$ cat src/rtl/pb_sim_pkg.sv
// Shared types and constants for the push-button bounce generator.
// Holds the FSM encoding, LFSR polynomial and the Galois step function.
package pb_sim_pkg;

   typedef enum logic [1:0] {
      IDLE,
      BOUNCE,
      SETTLE,
      HELD
   } pb_gen_state_t;

   localparam logic [15:0] LFSR_TAPS = 16'hB400;
   localparam logic [15:0] LFSR_SEED = 16'hACE1;

   function automatic logic [15:0] lfsr_step(input logic [15:0] v);
      return v[0] ? ((v >> 1) ^ LFSR_TAPS) : (v >> 1);
   endfunction

endpackage

$ cat src/rtl/lfsr16.sv
// 16-bit Galois LFSR that steps only when adv is high.
// Supplies the pseudo-random gap lengths for the bounce burst.
module lfsr16
   import pb_sim_pkg::*;
#(
   parameter logic [15:0] SEED = LFSR_SEED
) (
   input  logic        clk_20mhz,
   input  logic        rst,
   input  logic        adv,
   output logic [15:0] q
);

   always_ff @(posedge clk_20mhz or posedge rst) begin
      if (rst) begin
         q <= SEED;
      end else if (adv) begin
         q <= lfsr_step(q);
      end
   end

endmodule

$ cat src/rtl/pb_bounce_gen.sv
// Bouncy push-button source: random-spaced toggle burst ending on the
// requested level, then a settle hold before reporting done.
module pb_bounce_gen
   import pb_sim_pkg::*;
#(
   parameter int          N_TOGGLES     = 7,
   parameter int          GAP_BITS      = 8,
   parameter int          SETTLE_CYCLES = 1000,
   parameter logic [15:0] LFSR_SEED     = 16'hACE1
) (
   input  logic clk_20mhz,
   input  logic rst,
   input  logic press_req,
   input  logic release_req,
   output logic PB,
   output logic busy,
   output logic held,
   output logic done
);

   localparam int TW = $clog2(N_TOGGLES + 1);
   localparam int SW = $clog2(SETTLE_CYCLES + 1);
   localparam int GW = GAP_BITS + 1;

   localparam logic [TW-1:0] T_LAST = TW'(N_TOGGLES);
   localparam logic [SW-1:0] S_LOAD = SW'(SETTLE_CYCLES);

   pb_gen_state_t  state;
   logic           target;
   logic [TW-1:0]  tcnt;
   logic [GW-1:0]  gcnt;
   logic [SW-1:0]  scnt;
   logic [15:0]    lfsr_q;
   logic           adv;
   logic [GW-1:0]  gap_load;
   logic           lfsr_unused;

   // A toggle fires on the edge the gap counter would reach zero,
   // so a loaded gap g spaces two toggles exactly g cycles apart.
   assign adv      = (state == BOUNCE) && (gcnt <= GW'(1));
   assign gap_load = {1'b0, lfsr_q[GAP_BITS-1:0]} + GW'(1);
   assign lfsr_unused = ^lfsr_q[15:GAP_BITS];

   lfsr16 #(
      .SEED(LFSR_SEED)
   ) u_lfsr (
      .clk_20mhz(clk_20mhz),
      .rst      (rst),
      .adv      (adv),
      .q        (lfsr_q)
   );

   always_ff @(posedge clk_20mhz or posedge rst) begin
      if (rst) begin
         state  <= IDLE;
         target <= 1'b0;
         tcnt   <= '0;
         gcnt   <= '0;
         scnt   <= '0;
         PB     <= 1'b0;
         busy   <= 1'b0;
         held   <= 1'b0;
         done   <= 1'b0;
      end else begin
         done <= 1'b0;
         case (state)
            IDLE: begin
               busy <= 1'b0;
               if (press_req) begin
                  target <= 1'b1;
                  tcnt   <= '0;
                  gcnt   <= '0;
                  state  <= BOUNCE;
               end
            end
            HELD: begin
               busy <= 1'b0;
               if (release_req) begin
                  target <= 1'b0;
                  tcnt   <= '0;
                  gcnt   <= '0;
                  held   <= 1'b0;
                  state  <= BOUNCE;
               end
            end
            BOUNCE: begin
               if (adv) begin
                  PB   <= ~PB;
                  busy <= 1'b1;
                  tcnt <= tcnt + TW'(1);
                  gcnt <= gap_load;
                  if (tcnt + TW'(1) == T_LAST) begin
                     scnt  <= S_LOAD;
                     state <= SETTLE;
                  end
               end else begin
                  gcnt <= gcnt - GW'(1);
               end
            end
            SETTLE: begin
               if (scnt <= SW'(1)) begin
                  scnt  <= '0;
                  done  <= 1'b1;
                  held  <= target;
                  state <= target ? HELD : IDLE;
               end else begin
                  scnt <= scnt - SW'(1);
               end
            end
            default: state <= IDLE;
         endcase
      end
   end

endmodule
$ cat config.mk
export PLATFORM = sky130hd
export DESIGN_NAME = pb_bounce_gen
export DESIGN_NICKNAME = d
export VERILOG_FILES = /design/src/rtl/pb_sim_pkg.sv /design/src/rtl/lfsr16.sv /design/src/rtl/pb_bounce_gen.sv
export SDC_FILE = /design/constraint.sdc
export NUM_CORES = 1
export LEC_CHECK = 0
export ABC_AREA = 0
export CORE_MARGIN = 8
export CORE_UTILIZATION = 25
export CTS_CLUSTER_DIAMETER = 30
export DETAILED_ROUTE_END_ITERATION = 10
export PLACE_DENSITY = 0.4
export SYNTH_ARGS = -nofsm -noshare
export SYNTH_HDL_FRONTEND = slang
export SYNTH_SLANG_ARGS = --single-unit
$ cat constraint.sdc
create_clock -name clk_20mhz -period 2.6 [get_ports clk_20mhz]
set_clock_uncertainty 0.05 [all_clocks]
set_input_delay 0.39 -clock clk_20mhz [delete_from_list [all_inputs] [get_ports clk_20mhz]]
set_output_delay 0.39 -clock clk_20mhz [all_outputs]
set_load 0.05 [all_outputs]
# Word level (Yosys, flattened, before mapping)
# Cells that the tools add are included.
[classes] addsub=4 multipliers=0 div_mod_pow=0 order_cmp=2 eq_ne=9 n_shift=0 muxes=29 n_bitwise=2 reduce_logical=16
[ops] op="2-to-1 mux 10 bit" n=3
[ops] op="2-to-1 mux 9 bit" n=3
[ops] op="case mux 9 bit (3 select lines)" n=1
[ops] op="case mux 10 bit (2 select lines)" n=1
[ops] op="2-to-1 mux 16 bit" n=1
[ops] op="2-to-1 mux 2 bit" n=6
[ops] op="AND reduction 3 bit" n=4
[ops] op="<= comparator 10 x 1 -> 1 bit (second input constant)" n=1
[ops] op="subtractor 10 x 1 -> 10 bit (second input constant)" n=1
[ops] op="adder 8 x 1 -> 9 bit (second input constant)" n=1
[ops] op="<= comparator 9 x 1 -> 1 bit (second input constant)" n=1
[ops] op="2-to-1 mux 3 bit" n=3
[ops] op="case mux 3 bit (3 select lines)" n=1
[ops] op="subtractor 9 x 1 -> 9 bit (second input constant)" n=1
[ops] op="inequality test 2 bit (second input constant)" n=4
[ops] op="case mux 2 bit (4 select lines)" n=1
[ops] op="nonzero test 2 bit" n=4
[ops] op="2-to-1 mux 1 bit" n=6
[ops] op="case mux 1 bit (2 select lines)" n=3
[ops] op="AND reduction 5 bit" n=1
[ops] op="equality test 2 bit (second input constant)" n=2
[ops] op="inverter 3 -> 4 bit" n=1
[ops] op="AND reduction 2 bit" n=2
[ops] op="AND reduction 4 bit" n=1
[ops] op="other kinds (9)" n=9
[word_totals] register_bits=45 latch_bits=0 ram_bits=0 romBits=0 mem_count=0

# Depth between registers and ports, before layout
[depth] depth_word=5 ltp_mapped=9 depth_no_buf=7

# Hierarchy
# Synthesis repeated with hierarchy kept, for this count alone.
[hier_totals] cells_unflattened=251 hier_area_um2=2532.4
[modules_own_cells] module="pb_bounce_gen" n_inst=1 cells_each=210 area_per_inst_um2=1873.0 seq_area_each_um2=725.7
[modules_own_cells] module="lfsr16" n_inst=1 cells_each=41 area_per_inst_um2=659.4 seq_area_each_um2=410.4

# Worst setup path before layout
# OpenSTA, ideal clock, no wires.
[synth_timing] path_kind="register to register" from="reg gcnt[0]" to="reg u_lfsr.q[1]" t_arrival_ps=1620 t_required_ps=2425 path_slack_ps=805 stages_incl_launch_ff=7 period_less_slack_ps=1795 cell_sequence="dfrtp_1 > ha_1 > o21bai_1 > and3_1 > nand2_1 > buf_2 > mux2_2"
[synth_between] elab_chain_len=2
[synth_lines] item="from (decl)" line="pb_bounce_gen.sv:31" source="logic [GW-1:0] gcnt;"
[synth_lines] item="from (signal assigned)" line="pb_bounce_gen.sv:91" source="gcnt <= gap_load;"
[synth_lines] item="from (signal assigned)" line="pb_bounce_gen.sv:97" source="gcnt <= gcnt - GW'(1);"
[synth_lines] item="<= comparator 9 x 1 -> 1 bit" line="pb_bounce_gen.sv:40" source="assign adv = (state == BOUNCE) && (gcnt <= GW'(1));"
[synth_lines] item="logical AND 1 bit" line="pb_bounce_gen.sv:40"
[synth_lines] item="to (signal assigned)" line="lfsr16.sv:18" source="q <= lfsr_step(q);"
[synth_lines] item="to (decl)" line="lfsr16.sv:11" source="output logic [15:0] q"
# Every way passes these cells.
# A chain may end at the register's enable or synchronous reset.

# Worst setup path after layout
[layout_timing] from="reg tcnt[0]" to="reg scnt[5]"
[layout_between] elab_chain_len=4
[layout_lines] item="from (decl)" line="pb_bounce_gen.sv:30" source="logic [TW-1:0] tcnt;"
[layout_lines] item="from (signal assigned)" line="pb_bounce_gen.sv:90" source="tcnt <= tcnt + TW'(1);"
[layout_lines] item="adder 3 x 1 -> 3 bit" line="pb_bounce_gen.sv:92" source="if (tcnt + TW'(1) == T_LAST) begin"
[layout_lines] item="equality test 3 bit" line="pb_bounce_gen.sv:92"
[layout_lines] item="inequality test 2 x 1 -> 1 bit (no line)"
[layout_lines] item="AND reduction 3 bit (no line)"
[layout_lines] item="to (signal assigned)" line="pb_bounce_gen.sv:107" source="scnt <= scnt - SW'(1);"
[layout_lines] item="to (decl)" line="pb_bounce_gen.sv:32" source="logic [SW-1:0] scnt;"
# Every way passes these cells.

==> out/metrics.cfg <==
[place]
gp_congestion=0.724
portBuffers=7
post-place-ws_ns=0.493
dp_hpwl_um=4080
placed_area_um2=2780

[global_route]
grt_util_met3_pct=1.91
gr-usage-all-layers_pct=8.89
grt_pass1_wl_um=9550
grt_max_degree=21
grt_antenna_before_repair=0
globalRouteMet2Util_pct=13.7
grt_use_met1_pct=11.9
grt-ovfl-total=0
grt_pass1_vias=1886
top_usage_layer=met2

[worst_setup_path]
path_class=reg -> reg
slowest_stage=dfrtp_1
cp_data_required_time_ns=2.74
r2r_slack_ns=0.45
r2r_cells=7
max_stage_delay_ns=0.42
timing.rr.start=tcnt[0]
worstPathCellList=inv_1 -> ha_1 -> nor4b_1 -> a41o_2 -> and2_1 -> nand3_1 -> a22o_1
startpoint=tcnt[0]
endpoint=scnt[5]
reg2reg_to=scnt[5]
cp-end-kind=flop
crit_arrival_ns=2.29
crit_fanout=10
start_kind=flop

[synth]
ys_seq_area_share_pct=45.3
synthCells=254
synth-edff-count=0
syn-cell-area_um2=2510
yosys-top-cells-area=dfrtp_1 (37%), dfstp_2 (8.4%), o21ai_0 (6.4%)
synth_top_area_cell=dfrtp_1
ys_async_sr_fraction_pct=100
ys_warn_count=0
syn_nets=269
syn_avg_cell_area_um2=9.87
synth_top_area_share_pct=36.9
synth_flop_cell=dfrtp_1
ys_ff_latch=45
yosys.cell_types.count=55

[die]
die-area_um2=13500
std_cell_rows=36
die_width_um=116
io_pins=8
die_h_um=116
initial_core_util_pct=25.7
design.core.area_um2=9770

[clock_network]
cts_inserted_buffers=5
clock_path_buffers=2
cts_setup_buffers=0
clk_latency_ns=0.30
htree_levels=2
path_clk_slew_ns=0.10
clock-sinks=45
ctsResizeCount=0
cts_hold_buf=0
cts_tree=done
root_buffer=clkbuf_8

[finish]
area_growth_syn_to_layout_pct=15.5
layout.nets=284
final_common_cell=dfrtp_1
finalInstanceArea_um2=2900
final_cell_mix=dfrtp_1 (37), o21ai_0 (32), nand2_1 (22), nor2_1 (17)
drive_above_1_share_pct=17.0
antenna_cells=0
n_fill_cell=1057

[sta]
fin_tns_setup_ns=0
max_freq_mhz=466
setup_ws_ns=0.454
worstMarginPinSlew_ns=0.510
slew_headroom_pct=65.9
setup_violations=0
post-route-period-util_pct=82.6
rsz0062_at_grt=false
hold_viol_final=0
slew_viol_final=0
min_period_ns=2.15
hold_ws_ns=0.293

[routing]
dr.first_iter.drc_count=73
vias_per_cell=4.72
drt-pass1-iter-count=4
vias=1901
drt_wl_total_um=5660
routedWlPerCell_um=14.0
detail-route-antenna-nets=0
drc_errors=0

[power]
p_leak_uw=0.00122
ir_drop_mv=0.388
p_per_area_nw_per_um2=1030

[run_status]
run_status=finished clean

[flow_run]
drv_cap=0

[min_path]
hold_class=in -> async

## cell usage after synthesis, types with 2 or more instances
cell	instances
a21oi_1	12
a22o_1	2
a31oi_1	3
and2_1	3
and3_1	3
buf_2	3
clkbuf_1	5
dfrtp_1	37
dfstp_2	8
ha_1	11
inv_1	12
mux2_1	2
mux2_2	11
mux2i_1	6
nand2_1	22
nand2b_1	2
nand3_1	12
nand4_1	2
nor2_1	17
nor3_1	4
o21ai_0	32
o221ai_1	2
o31ai_1	2
xnor2_1	6
xor2_1	5
## worst max-delay path, delay by kind of cell (launching register included)
family	cells	cell delay, ns
AO/OA/AOI/OAI	2	0.55
adder cells (fa/ha/maj)	1	0.13
buffers and inverters	1	0.07
flip-flops	1	0.42
AND/OR/NAND/NOR	3	0.81
## cells by family after synthesis
family          after synthesis  share of synthesized area [%]
xor+xnor                     11                           3.84
mux                          19                           8.23
flops                        45                           45.3
buf+inv                      23                           3.79
compound gates               66                           15.9
fa+ha+maj                    11                           5.49
simple gates                 79                           17.5
## where the power goes
part           internal, uW  switching (uW)
combinational           546             881
clock                   294             276
sequential              839             137
## sequential cells by signal, summed over array words and instances, names as in the netlist
signal and cells:
held 1, u_lfsr.q 16, gcnt 9, target 1, busy 1, scnt 10, done 1, state 2
PB 1, tcnt 3
## layer usage
layer  wire length [um]  up-vias
met5                  0        -
met4                 80        0
met3                136        5
met2               2590       28
met1               2850      936
li1                   -      932
## worst min path at each step
stage | startpoint | endpoint | slack (ns) | cells after the start
after floorplan | u_lfsr.q[12] | u_lfsr.q[12] | 0.39 | 2
after global placement | u_lfsr.q[12] | u_lfsr.q[12] | 0.42 | 2
after detailed placement | PB | PB | 0.41 | 1
after CTS | rst | scnt[7] | 0.30 | 2
after global routing | rst | scnt[7] | 0.30 | 2
final | rst | held | 0.29 | 2
## metrics by stage
stage | total power (uW) | std cells | util (%)
global route | 3210 | 403 | 29.6
floorplan | 2020 | 254 | -
finish | 2970 | 403 | 29.6
detailed placement | 2420 | 395 | 28.4
CTS | 3010 | 403 | 29.6
global placement | 2430 | 395 | 28.4
## area by class of cell
type / instances / area, um2 / share of cell area [%]
clock buffer: 5 / 68.8 / 2.38
clock inverter: 3 / 47.5 / 1.64
inverter: 13 / 48.8 / 1.68
multi-input combinational: 186 / 1280 / 44.1
sequential: 45 / 1140 / 39.2
tap: 133 / 166 / 5.75
timing repair buffer: 18 / 153 / 5.27
(Power assumes the default switching activity.)
